`config.mk`:
```
export PLATFORM = sky130hd
export DESIGN_NAME = seq_restoring_divider
export DESIGN_NICKNAME = d
export VERILOG_FILES = /design/src/rtl/divider_pkg.sv /design/src/rtl/full_adder.sv /design/src/rtl/ripple_subtractor.sv /design/src/rtl/seq_restoring_divider.sv
export SDC_FILE = /design/constraint.sdc
export NUM_CORES = 1
export LEC_CHECK = 0
export BUFFER_PORTS_ARGS = -buffer_cell sky130_fd_sc_hd__buf_4
export CAP_MARGIN = 10
export CORE_ASPECT_RATIO = 0.7
export CORE_MARGIN = 2
export CORE_UTILIZATION = 55
export CTS_CLUSTER_SIZE = 14
export DETAILED_ROUTE_END_ITERATION = 10
export PLACE_DENSITY = 0.88
export SLEW_MARGIN = 40
export SYNTH_ARGS = -nofsm -noshare
export SYNTH_HDL_FRONTEND = slang
export SYNTH_SLANG_ARGS = --single-unit
```
`constraint.sdc`:
```
create_clock -name clk -period 3.3 [get_ports clk]
set_input_delay 0 -clock clk [delete_from_list [all_inputs] [get_ports clk]]
set_output_delay 0 -clock clk [all_outputs]
set_load 0.005 [all_outputs]
```
`src/rtl/divider_pkg.sv`:
```
// Shared definitions for the sequential restoring divider: FSM state
// encoding and the iteration-counter width helper.
package divider_pkg;

  typedef enum logic [1:0] {
    IDLE = 2'd0,
    CALC = 2'd1,
    DONE = 2'd2
  } state_t;

  // The counter must hold values 0..width, hence clog2(width)+1 bits.
  function automatic int cnt_width(input int width);
    return $clog2(width) + 1;
  endfunction

endpackage

```
`src/rtl/full_adder.sv`:
```
// Single-bit full adder cell, shared with the multi-operand adder datapath.
module full_adder (
  input  logic a,
  input  logic b,
  input  logic cin,
  output logic sum,
  output logic cout
);

  assign sum  = a ^ b ^ cin;
  assign cout = (a & b) | (a & cin) | (b & cin);

endmodule

```
`src/rtl/ripple_subtractor.sv`:
```
// Ripple-borrow subtractor a - b built as a + ~b + 1 from full_adder cells.
// cout = 1 means no borrow, i.e. a >= b.
module ripple_subtractor #(
  parameter int WIDTH = 5
) (
  input  logic [WIDTH-1:0] a,
  input  logic [WIDTH-1:0] b,
  output logic [WIDTH-1:0] diff,
  output logic             cout
);

  logic [WIDTH:0] carry;

  // The +1 of the two's complement comes in through the chain's carry-in.
  assign carry[0] = 1'b1;

  for (genvar i = 0; i < WIDTH; i++) begin : g_bit
    full_adder u_fa (
      .a    (a[i]),
      .b    (~b[i]),
      .cin  (carry[i]),
      .sum  (diff[i]),
      .cout (carry[i+1])
    );
  end

  assign cout = carry[WIDTH];

endmodule

```
`src/rtl/seq_restoring_divider.sv`:
```
// Sequential unsigned restoring divider: one quotient bit per clock behind a
// start/done handshake. Divide-by-zero short-circuits straight to DONE.
module seq_restoring_divider
  import divider_pkg::*;
#(
  parameter int WIDTH = 4
) (
  input  logic             clk,
  input  logic             rst_n,
  input  logic             start,
  input  logic [WIDTH-1:0] dividend,
  input  logic [WIDTH-1:0] divisor,
  output logic             busy,
  output logic             done,
  output logic [WIDTH-1:0] quotient,
  output logic [WIDTH-1:0] remainder,
  output logic             div_by_zero
);

  localparam int CW = cnt_width(WIDTH);

  state_t           state;
  logic [WIDTH-1:0] q;
  logic [WIDTH:0]   r;
  logic [WIDTH-1:0] d;
  logic [CW-1:0]    count;

  logic [WIDTH:0]   r_shift;
  logic [WIDTH:0]   diff;
  logic             no_borrow;
  logic [WIDTH:0]   r_next;
  logic [WIDTH-1:0] q_next;
  logic             last_iter;

  // After every restoring step R < D, so R's top bit is always zero and is
  // shifted out unread; this tap just marks it as intentionally unused.
  logic             unused_r_msb;
  assign unused_r_msb = r[WIDTH];

  // Shift the next dividend bit into the partial remainder and trial-subtract.
  assign r_shift = {r[WIDTH-1:0], q[WIDTH-1]};

  ripple_subtractor #(
    .WIDTH (WIDTH + 1)
  ) u_sub (
    .a    (r_shift),
    .b    ({1'b0, d}),
    .diff (diff),
    .cout (no_borrow)
  );

  assign r_next    = no_borrow ? diff : r_shift;
  assign q_next    = {q[WIDTH-2:0], no_borrow};
  assign last_iter = (count == CW'(WIDTH - 1));

  // Control FSM plus datapath registers; result outputs are registered and
  // only change when a division enters DONE.
  // NOTE: non-blocking (<=) everywhere here so every register samples the
  // pre-edge values; blocking would let later lines see already-updated state.
  always_ff @(posedge clk or negedge rst_n) begin
    if (!rst_n) begin
      state       <= IDLE;
      q           <= '0;
      r           <= '0;
      d           <= '0;
      count       <= '0;
      busy        <= 1'b0;
      done        <= 1'b0;
      quotient    <= '0;
      remainder   <= '0;
      div_by_zero <= 1'b0;
    end else begin
      done <= 1'b0;
      case (state)
        IDLE: begin
          if (start) begin
            if (divisor != '0) begin
              q     <= dividend;
              r     <= '0;
              d     <= divisor;
              count <= '0;
              busy  <= 1'b1;
              state <= CALC;
            end else begin
              quotient    <= '1;
              remainder   <= dividend;
              div_by_zero <= 1'b1;
              done        <= 1'b1;
              state       <= DONE;
            end
          end
        end
        CALC: begin
          r     <= r_next;
          q     <= q_next;
          count <= count + 1'b1;
          if (last_iter) begin
            quotient    <= q_next;
            remainder   <= r_next[WIDTH-1:0];
            div_by_zero <= 1'b0;
            busy        <= 1'b0;
            done        <= 1'b1;
            state       <= DONE;
          end
        end
        DONE: begin
          state <= IDLE;
        end
        default: begin
          state <= IDLE;
        end
      endcase
    end
  end

endmodule

```
**Word level (Yosys, flattened, before mapping)**

Index checks and enable logic that the tools add are counted.

- $add $sub $neg: 1
- Equal/unequal tests: 6
- Muxes and demuxes: 33
- Bitwise operators: 33
- Reductions and logical operators: 8

Operator list:

| cell | number |
|---|---|
| 2-to-1 mux 4 bit | 11 |
| one-hot mux 4 bit (2 select lines) | 4 |
| bitwise AND 1 bit | 11 |
| bitwise OR 1 bit | 10 |
| 2-to-1 mux 1 bit | 8 |
| != test 2 bit (second input constant) | 4 |
| AND reduction 4 bit | 2 |
| bitwise XOR 1 bit | 7 |
| 2-to-1 mux 2 bit | 3 |
| 2-to-1 mux 3 bit | 2 |
| one-hot mux 1 bit (2 select lines) | 3 |
| one-hot mux 3 bit (2 select lines) | 1 |
| AND reduction 3 bit | 2 |
| NOT 1 bit | 5 |
| one-hot mux 2 bit (2 select lines) | 1 |
| nonzero test 4 bit | 1 |
| adder 3 x 1 -> 3 bit (second input constant) | 1 |
| equality test 3 x 2 -> 1 bit (second input constant) | 1 |
| equality test 2 x 1 -> 1 bit (second input constant) | 1 |
| zero test 2 bit | 1 |
| AND reduction 2 bit | 1 |
| nonzero test 2 bit | 1 |

- Register bits after elaboration: 28
- Output and inout bits: 11
- Logic and storage cells: 91

**Longest topological paths before layout**

Gate-level depths: netlist (run 1).

- Word-level depth: 19
- Gate-level depth with buffers: 12

**Modules after synthesis**

From an unflattened synthesis (run 1), not the netlist that was laid out.

- Cells, all modules: 133
- Area total of the unflattened synthesis: 1425.1 µm²

By module, submodules not included:

| module | times used | cells each | area each (µm²) | sequential area each (µm²) |
|---|---|---|---|---|
| seq_restoring_divider | 1 | 122 | 1302.5 | 700.7 |
| full_adder | 5 | 1 | 20.0 | 0.0 |
| ripple_subtractor | 1 | 6 | 22.5 | 0.0 |

**Worst setup path before layout (run 1)**

Ideal clock, no wire load.

- Kind: reg-to-reg
- From: register q[3]
- To: register r[0]
- Library setup time: 0.122 ns
- Arrival time: 2.284 ns
- Data required time: 3.178 ns
- Path slack: 0.894 ns
- Cell stages (with the launch flop): 12
- Buffers on the path: 1
- Period minus slack after synthesis: 2.406 ns
- Path through: dfrtp_1 inv_1 ha_1 inv_1 fa_1 inv_1 fa_1 inv_1 fa_1 clkbuf_1 or3_1 a32o_1

- Word-level cells in the longest chain between the ends: 17
- Elaborated cells on any way between the ends: 22
- Classes of those cells: 2 x mux; 20 x bitwise

RTL lines:

| item | RTL line | text |
|---|---|---|
| start, declared | seq_restoring_divider.sv:23 | `logic [WIDTH-1:0] q;` |
| start signal, assigned | seq_restoring_divider.sv:78 | `q <= dividend;` |
| start signal, assigned | seq_restoring_divider.sv:95 | `q <= q_next;` |
| bitwise AND 1 bit | full_adder.sv:11 | `assign cout = (a & b) \| (a & cin) \| (b & cin);` |
| bitwise OR 1 bit (2 in a row) | full_adder.sv:11 |  |
| bitwise AND 1 bit | full_adder.sv:11 |  |
| bitwise OR 1 bit (2 in a row) | full_adder.sv:11 |  |
| bitwise AND 1 bit | full_adder.sv:11 |  |
| bitwise OR 1 bit (2 in a row) | full_adder.sv:11 |  |
| bitwise AND 1 bit | full_adder.sv:11 |  |
| bitwise OR 1 bit (2 in a row) | full_adder.sv:11 |  |
| bitwise AND 1 bit | full_adder.sv:11 |  |
| bitwise OR 1 bit (2 in a row) | full_adder.sv:11 |  |
| 2-to-1 mux 4 bit (*) | seq_restoring_divider.sv:52 | `assign r_next = no_borrow ? diff : r_shift;` |
| one-hot mux 4 bit (2 select lines) (*) | seq_restoring_divider.sv:74 | `case (state)` |
| end signal, assigned | seq_restoring_divider.sv:94 | `r <= r_next;` |
| end, declared | seq_restoring_divider.sv:24 | `logic [WIDTH:0] r;` |

Every way passes the cells marked *; elsewhere a longest branch is shown, timed or not.
A chain may end at the register's enable or synchronous reset.

**Worst setup path in the final report (run 1)**

- From: register q[3]
- To: register remainder[0]

- Word-level cells in the longest chain between the ends: 18
- Elaborated cells on any way between the ends: 23
- Classes of those cells: 3 x mux; 20 x bitwise

RTL lines:

| item | RTL line | text |
|---|---|---|
| bitwise AND 1 bit | full_adder.sv:11 |  |
| bitwise OR 1 bit (2 in a row) | full_adder.sv:11 |  |
| bitwise AND 1 bit | full_adder.sv:11 |  |
| bitwise OR 1 bit (2 in a row) | full_adder.sv:11 |  |
| bitwise AND 1 bit | full_adder.sv:11 |  |
| bitwise OR 1 bit (2 in a row) | full_adder.sv:11 |  |
| bitwise AND 1 bit | full_adder.sv:11 |  |
| bitwise OR 1 bit (2 in a row) | full_adder.sv:11 |  |
| bitwise AND 1 bit | full_adder.sv:11 |  |
| bitwise OR 1 bit (2 in a row) | full_adder.sv:11 |  |
| 2-to-1 mux 4 bit (*) | seq_restoring_divider.sv:52 |  |
| 2-to-1 mux 4 bit (*) | seq_restoring_divider.sv:97 | `if (last_iter) begin` |
| one-hot mux 4 bit (2 select lines) (*) | seq_restoring_divider.sv:74 |  |
| end signal, assigned | seq_restoring_divider.sv:86 | `remainder <= dividend;` |
| end signal, assigned | seq_restoring_divider.sv:99 | `remainder <= r_next[WIDTH-1:0];` |
| end, declared | seq_restoring_divider.sv:16 | `output logic [WIDTH-1:0] remainder,` |

Every way passes the cells marked *; elsewhere a longest branch is shown, timed or not. The select of a mux whose other input is x is not followed.

==> flow_metrics.py, run 1 <==
metrics = {
    "route": {
        "drc": 0,
        "drtAntennaViolNets": 0,
        "wl_per_cell_um": 15.0,
        "via_count": 1107,
        "drt-total-wl_um": 2900,
        "dr.pass1.iters": 4,
        "drt-initial-drc-count": 113,
        "via_per_inst": 5.74,
    },
    "floorplan": {
        "initial_utilization_pct": 56.8,
        "rows": 15,
        "chipWidth_um": 63.8,
        "coreArea_sq_mm": 0.00242,
        "die_h_um": 45.9,
        "dieArea_sq_mm": 0.00293,
        "io_pins": 22,
    },
    "sta": {
        "rsz0062_at_grt": "false",
        "setup_viol": 0,
        "slew_viol_final": 0,
        "min_period_ns": 2.52,
        "fin_crit_sh_pct": 76.4,
        "fin_skew_ns": 0.0186,
        "fin_ws_ns": 0.779,
        "timing.fmax_mhz": 397,
        "worst_pin_slew_ns": 0.704,
        "fin_tns_setup_ns": 0,
        "slew_headroom_pct": 53.1,
        "hold_viol_final": 0,
    },
    "placed_design": {
        "port_buffers": 21,
        "place_inst": 180,
        "place_congestion": 0.884,
        "dp_hpwl_um": 2130,
        "dp_slack_ns": 0.797,
    },
    "critical_path": {
        "crit_path_top_delay_cell": "fa_1",
        "cp_cell_sequence": "inv_1, ha_1, inv_1, fa_1, inv_1, fa_1, inv_1, fa_1, or3_1, a21oi_1, o31ai_1",
        "critPathLaunchType": "register",
        "critPathRequiredTime_ns": 3.55,
        "cp_slowest_stage_delay_ns": 0.49,
        "setup.worst_path.class": "reg2reg",
        "ff2ff_setup_slack_ns": 0.78,
        "crit_top_cell": "inv_1",
        "crit_path_max_fanout": 9,
        "arrival_ns": 2.77,
        "cp-end-kind": "register",
    },
    "global_routing": {
        "grt_max_degree": 29,
        "grt_pass1_wl_um": 4750,
        "grt_pass1_vias": 1044,
        "antenna_found_initial": 0,
        "grt_overflow_total": 0,
        "grt_usage_pct": 21.8,
    },
    "logic_synthesis": {
        "yosysSeqAreaShare_pct": 50.9,
        "netlist_area_sq_mm": 0.00138,
        "yosysMostFrequentCell": "dfrtp_1",
        "synth.top_cell.area_share_pct": 50.9,
        "yosys-top-cells-area": "dfrtp_1, fa_1, mux2_2",
        "syn-num-nets": 149,
        "synthCells": 132,
        "ys_warn_count": 0,
        "ys_ff_latch": 28,
        "synth-async-reset-ratio_pct": 100,
        "synth_edf_count": 0,
        "ys_top_cells_by_count": "dfrtp_1, inv_1, nor2_1, o21ai_0, nand2_1",
        "synth_area_leader_cell": "dfrtp_1",
        "synthFlopType": "dfrtp_1",
        "synth.distinct_cells": 33,
        "syn_area_per_cell_sq_um": 10.4,
    },
    "power_and_ir_drop": {
        "p_total_w": 0.00169,
        "netSwitchingPower_w": 0.000661,
        "p_int_w": 0.00102,
        "seqPwrFrac_pct": 37.6,
        "p_comb_share_pct": 48.8,
        "p_sw_share_pct": 39.2,
        "leakage_nw": 0.754,
        "powerDensity_mw_per_mm2": 997,
        "irDropWorstVdd_mv": 0.538,
        "p_clk_share_pct": 13.6,
    },
    "clock_network": {
        "clock-root-buffer": "clkbuf_4",
        "cts_tree": "done",
        "cts.sinks": 28,
        "cts_buffers": 3,
        "htreeDepth": 1,
        "worstSkewPairLatency_ns": 0.35,
        "clockBufferDepth": 2,
        "clk_pin_slew_ns": 0.16,
    },
    "run": {
        "drv_cap": 0,
    },
    "cells_and_area": {
        "syn_to_final_growth_pct": 22.9,
        "fin_util_pct": 69.9,
        "nNetsFinal": 177,
        "stdcell_count": 193,
        "drive_above_1_share_pct": 20.8,
        "diodes": 0,
    },
    "status": {
        "outcome": "finished clean",
    },
    "min_path": {
        "hp-class": "in2async",
    },
}
[layout make-up]
class / count / area, sq um
clock buffer: 3 / 22.5
clock inverter: 1 / 30.0
fill: 167 / 729
inverter: 11 / 41.3
multi-input combinational: 86 / 607
sequential: 28 / 701
tap: 34 / 42.5
timing repair buffer: 30 / 248
[critical path: cells and delay by family, from the launching register on]
kind | cells | cell delay [ns]
and+or+nand+nor | 1 | 0.40
buffers and inverters | 4 | 0.24
AOI/OAI and AO/OA | 2 | 0.26
DFF | 1 | 0.41
adders and majority gates | 4 | 1.13
[stage by stage]
step	hold WS, ns	area, sq um
final	0.0822	1690
after global routing	0.118	1690
after CTS	0.0937	1690
after detailed placement	-0.0621	1550
after global placement	-0.0723	1550
after floorplan	-0.296	1380
[routing by layer]
| layer | GRT usage, % | part of all wire [%] | vias up |
|---|---|---|---|
| met5 | 0 | 0 | - |
| met4 | 5.65 | 0.48 | 0 |
| met3 | 6.19 | 7.4 | 2 |
| met2 | 34.2 | 47 | 46 |
| met1 | 30.2 | 45 | 527 |
| li1 | - | - | 532 |
[power groups by stage]
| stage | logic (W) | clock network, W | registers, W |
|---|---|---|---|
| floorplan | 0.000582 | 0 | 0.000610 |
| global placement | 0.000773 | 0 | 0.000627 |
| detailed placement | 0.000809 | 0 | 0.000642 |
| CTS | 0.000823 | 0.000232 | 0.000632 |
| global route | 0.000916 | 0.000247 | 0.000656 |
| finish | 0.000823 | 0.000230 | 0.000633 |
[flip-flops by register name, summed over array words and instances (netlist names)]
register / flops
state: 2
q: 4
d: 4
done: 1
div_by_zero: 1
count: 3
busy: 1
quotient: 4
remainder: 4
r: 4
[layout by cell type (no fill, tap or decap), types with 2 or more instances in the layout]
cell	synthesis	layout
buf_4	0	21
dfrtp_1	28	28
o21ai_0	9	9
o31ai_1	4	4
dlygate4sd3_1	0	9
o211ai_1	4	4
o21a_1	3	3
or3_1	2	2
nand2b_1	2	2
o22ai_1	4	4
fa_1	3	3
a31oi_1	4	4
mux2_2	5	5
o22a_1	3	3
a211oi_1	2	2
a21oi_1	5	5
ha_1	3	3
clkbuf_4	0	3
nor2_1	9	9
inv_1	10	10
nor2b_1	2	2
nand2_1	8	8
nand3_1	4	4
[path summary, 6_finish.rpt]
kind / depth (start not counted) / to / startpoint
max: 11 / remainder[0] / q[3]
min: 2 / state[1] / rst_n
max reg2reg: 11 / remainder[0] / q[3]
min reg2reg: 1 / quotient[1] / quotient[1]
max in group asynchronous: 2 / r[3] / rst_n
min in group clk: 3 / div_by_zero / start
[cell families after synthesis]
kind of cell | after synthesis | synth area share (%)
mux | 5 | 4.09
flops | 28 | 50.9
buf+inv | 18 | 5.00
fa+ha+maj | 6 | 7.09
simple gates | 33 | 12.5
compound gates | 42 | 20.4
[what timing repair did]
item	4_1_cts	5_1_grt
resized for setup	0	0
setup buffers	0	0
hold buffers	9	0
endpoints found under the hold margin	40	0
Note: power is estimated with default switching activity, not from simulation.
==> run 2, diff against run 1 <==
Settings changed: CORE_UTILIZATION 55 to 49, PLACE_DENSITY 0.88 to 0.83.
Clock period 3.3 ns to 2.3 ns, I/O delays scaled along.
==> run 2 against run 1 <==
Net effect:
- combinational power up 110%
- sequential cell count unchanged
- sequential share of layout area shrank 2.9 points
- the flow now finishes with violations (hold timing, setup timing)
- critical endpoint is now r[0]
- wire length is 18% higher
- clock power grew 72%
- die area is 11% higher
- critical path depth fell by 1
- register-to-register slack worse by 0.87 ns
- setup slack worse by 0.87 ns
- via count rose by 7.4%
- final cell count increased by 4.1%
==> flow_metrics.py, run 2 (synthesized netlist as in run 1, its figures left out) <==
metrics = {
    "critical_path": {
        "crit_path_max_fanout": 6,
        "critPathLaunchType": "register",
        "r2r-end": "r[0]",
        "setup.worst_path.class": "reg2reg",
        "reg2regPathDepth": 10,
        "critPathRequiredTime_ns": 2.48,
        "path_depth": 10,
        "cp_cell_sequence": "inv_1, ha_1, inv_2, fa_2, inv_2, fa_2, inv_2, fa_2, or3_4, a32o_1",
        "arrival_ns": 2.58,
        "cp-endpoint": "r[0]",
        "cp-end-kind": "register",
        "path_buf_inv": 4,
        "ff2ff_setup_slack_ns": -0.1,
        "crit_family": "adder cells",
        "cp_slowest_stage_delay_ns": 0.40,
        "crit_path_top_delay_cell": "fa_2",
        "crit_path_start": "q[3]",
        "regToRegStartpoint": "q[3]",
    },
    "sta": {
        "timing.fmax_mhz": 417,
        "slew_viol_final": 0,
        "setup_viol": 9,
        "worst_pin_slew_ns": 0.656,
        "hold_viol_final": 1,
        "fin_skew_ns": 0.0119,
        "min_period_ns": 2.40,
        "slew_headroom_pct": 55.9,
        "fin_crit_sh_pct": 104,
        "fin_ws_ns": -0.0957,
        "rsz0062_at_grt": "true",
        "whs_ns": -0.00000405,
    },
    "placed_design": {
        "dp_hpwl_um": 2310,
        "place_inst": 188,
        "dp_slack_ns": -0.124,
        "port_buffers": 21,
        "place_congestion": 0.874,
    },
    "route": {
        "drt-initial-drc-count": 177,
        "dr.pass1.iters": 4,
        "drc": 0,
        "via_per_inst": 5.92,
        "drt-total-wl_um": 3430,
        "wl_per_cell_um": 17.1,
        "via_count": 1189,
        "drtAntennaViolNets": 0,
    },
    "power_and_ir_drop": {
        "p_comb_share_pct": 56.1,
        "p_clk_share_pct": 13.1,
        "irDropWorstVdd_mv": 1.07,
        "netSwitchingPower_w": 0.00120,
        "p_int_w": 0.00182,
        "leakage_nw": 0.798,
        "p_sw_share_pct": 39.8,
        "powerDensity_mw_per_mm2": 1660,
        "seqPwrFrac_pct": 30.8,
    },
    "global_routing": {
        "grt_pass1_wl_um": 5720,
        "grt_overflow_total": 0,
        "antenna_found_initial": 0,
        "grt_max_degree": 29,
        "grt_usage_pct": 23.7,
        "grt_pass1_vias": 1214,
    },
    "floorplan": {
        "die_h_um": 48.3,
        "coreArea_sq_mm": 0.00274,
        "chipWidth_um": 67.3,
        "io_pins": 22,
        "dieArea_sq_mm": 0.00326,
        "rows": 16,
        "initial_utilization_pct": 50.2,
    },
    "cells_and_area": {
        "layout_commonest_cell": "buf_4",
        "stdcell_count": 201,
        "nNetsFinal": 183,
        "drive_above_1_share_pct": 37.0,
        "syn_to_final_growth_pct": 32.1,
        "diodes": 0,
        "layout_common_cells": "buf_4, dfrtp_1, nor2_1",
    },
    "run": {
        "drv_cap": 0,
    },
    "clock_network": {
        "clk_pin_slew_ns": 0.10,
        "cts_buffers": 3,
        "clockBufferDepth": 2,
        "htreeDepth": 1,
        "worstSkewPairLatency_ns": 0.28,
        "cts.sinks": 28,
        "clock-root-buffer": "clkbuf_8",
        "cts_tree": "done",
    },
    "status": {
        "outcome": "finished with violations",
        "violations": "hold timing, setup timing",
    },
    "min_path": {
        "hp-class": "in2reg",
    },
}
run 2: cell count changes in the layout (fill, tap and decap cells not counted), sizes merged:
cell and change:
buf +10, dlygate4sd3 -4
run 2: routing by layer:
metal / track usage [%] / wire, um
met3: 5.58 / 222
met2: 39.9 / 1670
met5: 0 / 0
met4: 3.74 / 61
met1: 31.7 / 1480
run 2: stage by stage:
step           area (sq um)  power (W)  setup TNS, ns  util [%]
6_report               1820    0.00301         -0.525      66.3
5_1_grt                1820    0.00324          -1.58      66.3
4_1_cts                1800    0.00291         -0.667      65.7
3_5_place_dp           1600    0.00223         -0.523      58.5
3_3_place_gp           1600    0.00213         -0.113      58.5
2_1_floorplan          1390    0.00176         -0.153         -
run 2: worst min path at each step:
stage               slack, ns     endpoint         from  depth (start not counted)
floorplan               -0.30         busy        rst_n                          0
global placement        -0.07  div_by_zero        rst_n                          1
detailed placement      -0.07  div_by_zero        rst_n                          1
CTS                     0.006         q[2]  dividend[2]                          3
global route             0.02         q[2]  dividend[2]                          3
finish              -0.000004         q[2]  dividend[2]                          3
run 2: area by class of cell:
class	count	area [sq um]
multi-input combinational	86	673
tap	36	45.0
inverter	11	41.3
timing repair buffer	36	287
clock buffer	3	41.3
fill	215	925
sequential	28	701
clock inverter	1	30.0
run 2: repair_timing:
action | 4_1_cts | 5_1_grt
hold buffers | 5 | 0
pin swaps | 13 | 8
endpoints found under the hold margin | 32 | 0
setup buffers | 3 | 1
gates resized for setup | 17 | 3
setup endpoints to repair | 6 | 10
run 2: power groups by stage:
stage	clock network, W	registers (W)	logic, W
5_1_grt	0.000416	0.000964	0.00186
2_1_floorplan	0	0.000877	0.000883
6_report	0.000395	0.000927	0.00169
4_1_cts	0.000392	0.000921	0.00159
3_5_place_dp	0	0.000919	0.00131
3_3_place_gp	0	0.000903	0.00123
run 2: worst min-delay path, stage by stage:
cell and delay [ns]:
buf_4 0.12, nand3_1 0.06, a31oi_1 0.08
==> run 3, diff against run 2 <==
Settings changed: SETUP_SLACK_MARGIN from default to 0.4.
==> run 3 against run 2 <==
Net effect:
- the flow finishes with violations (setup timing)
- fmax shrank 2.3%
- first-iteration DRC count shrank 7.3%
- clock skew shrank 0.0045 ns
- sequential cell count is the same
- final cell count is the same
- sequential power shrank 0.6%
- cell area shrank 2.0%
- die area is the same
- total power shrank 7.1%
- count of clock-buffer cells in the layout is the same
- sequential share of layout area grew 0.78 points
- combinational power shrank 4%
==> flow_metrics.py, run 3 (synthesized netlist as in run 1, its figures left out) <==
metrics = {
    "sta": {
        "worst_pin_slew_ns": 0.829,
        "fin_ws_ns": -0.153,
        "rsz0062_at_grt": "true",
        "slew_viol_final": 0,
        "fin_crit_sh_pct": 107,
        "setup_viol": 8,
        "hold_viol_final": 0,
        "slew_headroom_pct": 44.7,
        "timing.fmax_mhz": 408,
        "fin_tns_setup_ns": -0.611,
        "min_period_ns": 2.45,
        "fin_skew_ns": 0.00737,
    },
    "critical_path": {
        "critPathLaunchType": "register",
        "cp_cell_sequence": "inv_1, ha_1, inv_2, fa_2, inv_2, fa_2, inv_2, fa_2, or3_4, a21oi_1, o31ai_1",
        "crit_path_start": "q[3]",
        "crit_path_top_delay_cell": "or3_4",
        "setup.worst_path.class": "reg2reg",
        "cp-end-kind": "register",
        "reg2regPathDepth": 11,
        "ff2ff_setup_slack_ns": -0.15,
        "arrival_ns": 2.61,
        "r2r-end": "remainder[0]",
        "cp_slowest_stage_delay_ns": 0.43,
        "crit_path_max_fanout": 7,
        "regToRegStartpoint": "q[3]",
        "critPathRequiredTime_ns": 2.46,
    },
    "global_routing": {
        "grt_overflow_total": 0,
        "grt_pass1_vias": 1101,
        "grt_max_degree": 29,
        "met1_usage_pct": 33.3,
        "met3_usage_pct": 5.58,
        "top_usage_layer": "met1",
        "grt_pass1_wl_um": 5310,
        "grt_usage_pct": 22.0,
        "antenna_found_initial": 0,
        "grt_use_met2_pct": 33.2,
    },
    "clock_network": {
        "clk_pin_slew_ns": 0.09,
        "worstSkewPairLatency_ns": 0.27,
        "cts_tree": "done",
        "cts.sinks": 28,
        "htreeDepth": 1,
        "clock-root-buffer": "clkbuf_8",
        "clockBufferDepth": 2,
        "cts_buffers": 3,
    },
    "min_path": {
        "hp-class": "in2reg",
        "min_from": "dividend[2]",
        "whs_path_depth": 3,
        "min_delay_worst_endpoint": "q[2]",
    },
    "status": {
        "outcome": "finished with violations",
        "violations": "setup timing",
    },
    "cells_and_area": {
        "layout_commonest_cell": "buf_4",
        "syn_to_final_growth_pct": 29.5,
        "design_area_sq_mm": 0.00178,
        "nNetsFinal": 184,
        "drive_above_1_share_pct": 35.8,
        "fin_util_pct": 65.0,
        "diodes": 0,
        "layout_common_cells": "buf_4, dfrtp_1, o21ai_0, nor2_1, nand2_1",
    },
    "route": {
        "drt-total-wl_um": 3320,
        "drt-initial-drc-count": 164,
        "via_per_inst": 5.68,
        "drtAntennaViolNets": 0,
        "wl_per_cell_um": 16.5,
        "drc": 0,
        "dr.pass1.iters": 4,
        "via_count": 1141,
    },
    "power_and_ir_drop": {
        "leakage_nw": 0.792,
        "irDropWorstVdd_mv": 0.751,
        "p_total_w": 0.00280,
        "powerDensity_mw_per_mm2": 1570,
    },
    "floorplan": {
        "io_pins": 22,
        "die_h_um": 48.3,
        "initial_utilization_pct": 50.2,
        "dieArea_sq_mm": 0.00326,
        "chipWidth_um": 67.3,
        "coreArea_sq_mm": 0.00274,
        "rows": 16,
    },
    "placed_design": {
        "port_buffers": 21,
        "dp_slack_ns": -0.147,
        "dp_hpwl_um": 2310,
        "place_congestion": 0.897,
        "placed_area_sq_mm": 0.00161,
    },
    "run": {
        "drv_cap": 0,
    },
}
## run 3: per-stage QoR
step	std cells	hold WS, ns
2_1_floorplan	132	-0.296
4_1_cts	198	0.0149
6_report	201	0.0136
3_3_place_gp	188	-0.0710
5_1_grt	201	0.0258
3_5_place_dp	188	-0.0631
## run 3: where the power goes
group          switching, W  internal [W]  total [W]
Clock              0.000142      0.000117   0.000259
Combinational      0.000792      0.000827    0.00162
Sequential         0.000190      0.000731   0.000921
## run 3: repair_timing
action                                 in CTS  in global routing
setup endpoints to repair                  10                 10
buffers inserted                            2                  3
hold buffers                                5                  0
resized for setup                          10                  4
endpoints found under the hold margin      32                  0
pin swaps                                   2                  5
## run 3: final cells by class
| cell class | instances | area, sq um |
|---|---|---|
| inverter | 11 | 41.3 |
| clock buffer | 3 | 41.3 |
| timing repair buffer | 37 | 294 |
| sequential | 28 | 701 |
| multi-input combinational | 86 | 659 |
| fill | 216 | 961 |
| tap | 36 | 45.0 |
## run 3: worst max-delay path by stage
stage | to | slack, ns | cells past startpoint
after floorplan | r[0] | -0.06 | 11
after global placement | remainder[2] | -0.09 | 11
after detailed placement | remainder[2] | -0.15 | 11
after CTS | r[0] | -0.10 | 10
after global routing | remainder[0] | -0.26 | 11
final | remainder[0] | -0.15 | 11
## run 3: worst max-delay path: cells and delay by family, from the launching register on
family,cells,cell delay [ns]
AO/OA/AOI/OAI,2,0.29
AND/OR/NAND/NOR,1,0.43
adder cells (fa/ha/maj),4,1.05
buffers and inverters,4,0.19
flip-flops,1,0.38
## run 3: per-layer routing
| layer | part of all wire, % | vias up |
|---|---|---|
| li1 | - | 538 |
| met1 | 44 | 544 |
| met4 | 0.42 | 0 |
| met5 | 0 | - |
| met3 | 7.8 | 4 |
| met2 | 48 | 55 |
